## src/rtl/bin2bcd_seq.sv

```systemverilog
// bin2bcd_seq: sequential double-dabble binary to packed-BCD converter.
// One shift/add-3 step per clock. With the output registers, a start
// accepted at edge N shows done and the new bcd after edge N+15, and a
// start accepted in DONE restarts with no idle cycle.
// Compile-time option: define BIN2BCD_SATURATE_EN to report over-range
// inputs as all-nines instead of all-F.
module bin2bcd_seq #(
    parameter int BIN_W  = 14,
    parameter int DIGITS = 4
) (
    input  logic                  clk,
    input  logic                  rst_n,
    input  logic                  start,
    input  logic [BIN_W-1:0]      bin_in,
    output logic                  busy,
    output logic                  done,
    output logic [4*DIGITS-1:0]   bcd,
    output logic                  ovf
);

    localparam logic [31:0] MAX_VAL = 32'(10**DIGITS - 1);
`ifdef BIN2BCD_SATURATE_EN
    localparam logic [4*DIGITS-1:0] OVF_CODE = {DIGITS{4'h9}};
`else
    localparam logic [4*DIGITS-1:0] OVF_CODE = {DIGITS{4'hF}};
`endif

    typedef enum logic [1:0] {IDLE, SHIFT, DONE} state_t;

    state_t               state, state_nxt;
    logic [BIN_W-1:0]     bin_q;
    logic [4*DIGITS-1:0]  scr_q;
    logic [4*DIGITS-1:0]  scr_adj;
    logic [3:0]           cnt_q;
    logic                 rng_q;      // captured value was out of range
    logic                 accept;
    logic                 in_rng;

    // Range test on the incoming value; latched at accept because the
    // binary register is shifted away during the conversion.
    assign in_rng = ({{(32-BIN_W){1'b0}}, bin_in} > MAX_VAL);

    // Add-3 correction for every digit that is 5 or more.
    for (genvar d = 0; d < DIGITS; d++) begin : g_adj
        assign scr_adj[4*d +: 4] = (scr_q[4*d +: 4] >= 4'd5) ? scr_q[4*d +: 4] + 4'd3
                                                              : scr_q[4*d +: 4];
    end

    // State register.
    always_ff @(posedge clk or negedge rst_n) begin
        if (!rst_n) state <= IDLE;
        else        state <= state_nxt;
    end

    // Next-state logic; a start is taken in IDLE or DONE only.
    always_comb begin
        state_nxt = state;
        accept    = 1'b0;
        case (state)
            IDLE: begin
                if (start) begin
                    accept    = 1'b1;
                    state_nxt = SHIFT;
                end
            end
            SHIFT: begin
                if (cnt_q == 4'(BIN_W-1)) state_nxt = DONE;
            end
            DONE: begin
                if (start) begin
                    accept    = 1'b1;
                    state_nxt = SHIFT;
                end else begin
                    state_nxt = IDLE;
                end
            end
            default: state_nxt = IDLE;
        endcase
    end

    // Datapath: capture on accept, one double-dabble step per SHIFT cycle.
    always_ff @(posedge clk or negedge rst_n) begin
        if (!rst_n) begin
            bin_q <= '0;
            scr_q <= '0;
            cnt_q <= '0;
            rng_q <= 1'b0;
        end else if (accept) begin
            bin_q <= bin_in;
            scr_q <= '0;
            cnt_q <= '0;
            rng_q <= in_rng;
        end else if (state == SHIFT) begin
            {scr_q, bin_q} <= {scr_adj[4*DIGITS-2:0], bin_q, 1'b0};
            cnt_q          <= cnt_q + 4'd1;
        end
    end

    // Registered outputs; bcd/ovf load once per conversion and hold
    // until the next result. The scratch/flag read here are the values
    // before any same-edge restart overwrites them.
    always_ff @(posedge clk or negedge rst_n) begin
        if (!rst_n) begin
            busy <= 1'b0;
            done <= 1'b0;
            bcd  <= '0;
            ovf  <= 1'b0;
        end else begin
            busy <= (state == SHIFT);
            done <= (state == DONE);
            if (state == DONE) begin
                ovf <= rng_q;
                bcd <= rng_q ? OVF_CODE : scr_q;
            end
        end
    end

endmodule

```

## config.mk

```make
export PLATFORM = sky130hd
export DESIGN_NAME = bin2bcd_seq
export DESIGN_NICKNAME = d
export VERILOG_FILES = /design/src/rtl/bin2bcd_seq.sv
export SDC_FILE = /design/constraint.sdc
export NUM_CORES = 1
export LEC_CHECK = 0
export ABC_AREA = 1
export CAP_MARGIN = 20
export CORE_MARGIN = 1.5
export CORE_UTILIZATION = 45
export CTS_CLUSTER_SIZE = 20
export DETAILED_ROUTE_END_ITERATION = 6
export GPL_TIMING_DRIVEN = 1
export PLACE_DENSITY_LB_ADDON = 0.15
export SLEW_MARGIN = 0
export SYNTH_ARGS = -nofsm -noshare
export SYNTH_HDL_FRONTEND = slang
export SYNTH_SLANG_ARGS = --single-unit
```

## constraint.sdc

```tcl
create_clock -name clk -period 3.34 [get_ports clk]
set_input_delay 1.002 -clock clk [delete_from_list [all_inputs] [get_ports clk]]
set_output_delay 1.002 -clock clk [all_outputs]
set_load 0.03 [all_outputs]
```

# Word-level counts from Yosys, hierarchy flattened
# Index checks and enable logic that the tools add are counted.
[word_totals] ff_bits=56 inputBits=17 output_inout_bits=19 wordCells=45
[classes] add_sub_neg=5 magnitude_cmp=5 n_eq_ne=5 n_mux=17 reduce_logical=4
[ops] cell="$mux 16" count=3
[ops] cell="$mux 14" count=2
[ops] cell="$mux 4" count=5
[ops] cell="$ge 4x3->1 const B" count=4
[ops] cell="$gt 14x14->1 const B" count=1
[ops] cell="$add 4x2->4 const B" count=3
[ops] cell="$pmux 2 s3" count=1
[ops] cell="$add 4x1->4 const B" count=1
[ops] cell="$eq 4x4->1 const B" count=1
[ops] cell="$mux 2" count=2
[ops] cell="$ne 2x2->1 const B" count=2
[ops] cell="$add 3x2->3 const B" count=1
[ops] cell="$mux 1" count=3
[ops] cell="$mux 3" count=1
[ops] cell="$eq 2x1->1 const B" count=1
[ops] cell="$eq 2x2->1 const B" count=1
[ops] cell="$logic_not 2->1" count=1
[ops] cell="$reduce_and 2->1" count=1
[ops] cell="$reduce_bool 2->1" count=1
[ops] cell="$reduce_or 2->1" count=1

# Depth between registers and ports, before layout
[logic_depth] depth_word=4 mapped_depth=8 mapped_depth_nobuf=8

# Worst setup path after synthesis
# OpenSTA, ideal clock, no wires.
[synth_path] kind="input -> register" from="in start" to="reg scr_q[8]" setup_ps=124 t_arrival_ps=1463 t_required_ps=3216 path_slack_ps=1753 cell_stages=5 path_buffers=1 path_cell_list="nand2_4 -> nand2_2 -> buf_4 -> nor2_1 -> o21bai_1"
[synth_via] elab_chain_cells=3 elab_cells_between_ends=4 cone_classes="3 x mux; 1 x reduce/logical"
[synth_lines] element="start: declaration" line="13" source="input logic start,"
[synth_lines] element="$mux 1 *" line="61, 70"
[synth_lines] element="$mux 1 *"
[synth_lines] element="$mux 16 or $reduce_bool 2->1 (tied branches)"
[synth_lines] element="end signal: assignment" line="94" source="{scr_q, bin_q} <= {scr_adj[4*DIGITS-2:0], bin_q, 1'b0};"
[synth_lines] element="end: declaration" line="32" source="logic [4*DIGITS-1:0] scr_q;"
# Every way passes the cells marked *; elsewhere a longest branch is shown, timed or not.
# A chain may end at the register's enable or synchronous reset.

# Final worst setup path
[layout_path] from="reg bcd[7]" to="out bcd[7]"
[layout_lines] element="start: declaration" line="17" source="output logic [4*DIGITS-1:0] bcd,"
[layout_lines] element="start signal: assignment" line="113" source="bcd <= rng_q ? OVF_CODE : scr_q;"
# No word-level cell between the ends.

==> qor.csv <==
metric;value;unit
viasPerCell;4.94;
setup_viol;0;
crit_family;buffers and inverters;
cts_tree;yes;
p_leak;1.53;nW
slew_viol_final;0;
diodes;0;
num_vias;2078;
clockBufferDepth;2;
final.setup.tns;0;ps
cts-root-buf;clkbuf_8;
postPlaceCellArea;3020;um2
syn_area;2620;um2
period_share;70.2;%
syn_avg_cell_area;8.38;um2
tightestPinTransition;556;ps
end_kind;output port;
place.gp.congestion;0.784;
grt_pass1_wl;8.98;mm
skew;3.88;ps
initial_core_util;47.1;%
drive_gt1_share;5.73;%
numPortBuffers;35;
crit_slowest_cell;clkdlybuf4s50_1;
holdBufCountCts;0;
post_drt_wl_per_cell;11.9;um
nNetsFinal;375;
path_clk_slew;100;ps
die_width;79.4;um
fp.dieH;79.4;um
antenna_left;0;
antenna_found_initial;0;
ys_ff_latch;56;
synth.top_cell.area_share;53.4;%
critPathKind;register to output port;
async_reset_ff_share;100;%
synthFlopType;dfrtp_1;
worstSkewPairLatency;310;ps
io_pins;36;
slew_headroom;62.9;%
seq_area_frac_synth;53.4;%
drc;0;
stdcell_area;3130;um2
ys_types;21;
core;5570;um2
rows;27;
nFillCells;527;
vdd_drop_max;0.000347;V
synth_common_cells;94 x nand2_1, 56 x dfrtp_1, 31 x nand3_1, 31 x nor2_1, 26 x inv_1;
startpoint_type;register;
final.min_clock_period;2350;ps
crit_path_max_incr_delay;670;ps
grt_start_max_net_pins;32;
pre_cts_ws;920;ps
ctsResizeCount;0;
grt_overflow_total;0;
die_area;6300;um2
h-tree-depth;2;
crit_chain;clkdlybuf4s50_1;
layout_setup_ws;994;ps
post_cts_buffers;0;
grt_usage;18.2;%
syn_inst;313;
syn-num-nets;340;
drtIter0Drc;111;
dp_hpwl;3.42;mm
syn2layout_area_growth;19.3;%
yosys-top-cells-area;dfrtp_1 53%, nand2_1 13%, nand3_1 5.9%, ha_1 4.8%, nor2_1 4.4%;
yosysMostFrequentCell;nand2_1;
drv_cap;0;
fmax;0.426;GHz
grt_pass1_vias;1958;
total_power;0.00289;W
synth_edf_count;0;
arrival;1340;ps
synth_area_leader_cell;dfrtp_1;
holdCritPathClass;register to register;
finalHoldViolations;0;
drtPass1Iterations;4;
finalCoreUtilization;56.2;%
yosys_warnings;0;
critPathBufInv;1;
timing.critical_path.required;2340;ps
drt-total-wl;5.00;mm
crit_path_max_fanout;2;
clock_sinks;56;
rsz0062_at_grt;no;
numCtsBuffers;5;
status;finished, final reports clean;
p_per_area;923;nW/um2
==> cell type report <==
type                            instances  area, um2  area share (%)
Tap cell                               72       90.1            2.88
Clock buffer                            5       68.8            2.20
Clock inverter                          3       42.5            1.36
Timing Repair Buffer                   37        360            11.5
Sequential cell                        56       1400            44.8
Inverter                               30        113            3.60
Multi-Input combinational cell        218       1050            33.7
==> per-layer routing <==
metal  track usage, %  up-vias  routed length (um)
met3             3.79        5                 191
met4             5.79        0                  55
li1                 -     1072                   -
met5                0        -                   0
met1             24.9      958                2450
met2             28.8       43                2300
==> stage by stage <==
stage,hold slack [ps],instances
2_1_floorplan,449,313
3_5_place_dp,470,413
6_report,491,421
5_1_grt,522,421
3_3_place_gp,462,413
4_1_cts,494,421
==> worst paths after layout <==
kind                                      start               endpoint  slack [ps]  depth (start not counted)
max in group asynchronous                 rst_n         busy$_DFF_PN0_        2170                          2
min in group asynchronous                 rst_n   scr_q[2]$_DFFE_PN0P_         530                          1
min                        bin_q[7]$_DFFE_PN0P_   bin_q[7]$_DFFE_PN0P_         490                          2
max reg2reg                state[0]$_DFFE_PN0P_  bin_q[10]$_DFFE_PN0P_        1950                          5
min reg2reg                bin_q[7]$_DFFE_PN0P_   bin_q[7]$_DFFE_PN0P_         490                          2
max                          bcd[7]$_DFFE_PN0N_                 bcd[7]         990                          1
==> layout by cell type (no fill, tap or decap) <==
cell type / instances
nand2_1: 94
dfrtp_1: 56
clkdlybuf4s50_1: 34
nor2_1: 31
nand3_1: 31
inv_1: 26
a21oi_1: 17
ha_1: 10
nand4_1: 8
o21ai_0: 8
o21ai_1: 6
clkbuf_8: 5
inv_2: 4
nand2_2: 3
o21bai_1: 3
o211ai_1: 2
buf_4: 2
nor2_4: 1
nand2_4: 1
a31oi_1: 1
xnor2_1: 1
o22ai_1: 1
clkinvlp_4: 1
clkinv_2: 1
bufinv_16: 1
buf_2: 1
==> cell families after synthesis <==
family / synth area share (%)
buffers and inverters: 6.39
xor gates and xnor gates: 0.334
adders and majority gates: 4.77
and+or+nand+nor: 27.3
AOI/OAI and AO/OA: 7.82
DFF: 53.4
==> power by group <==
group          switching, W  internal (W)
registers          0.000184      0.000959
logic              0.000812      0.000488
clock network      0.000223      0.000222
==> flip-flops by register name (all words and copies together), names as in the netlist <==
register	cells
ovf	1
state	2
bin_q	14
rng_q	1
bcd	16
done	1
cnt_q	4
scr_q	16
busy	1
Note: power is estimated with default switching activity, not from simulation.
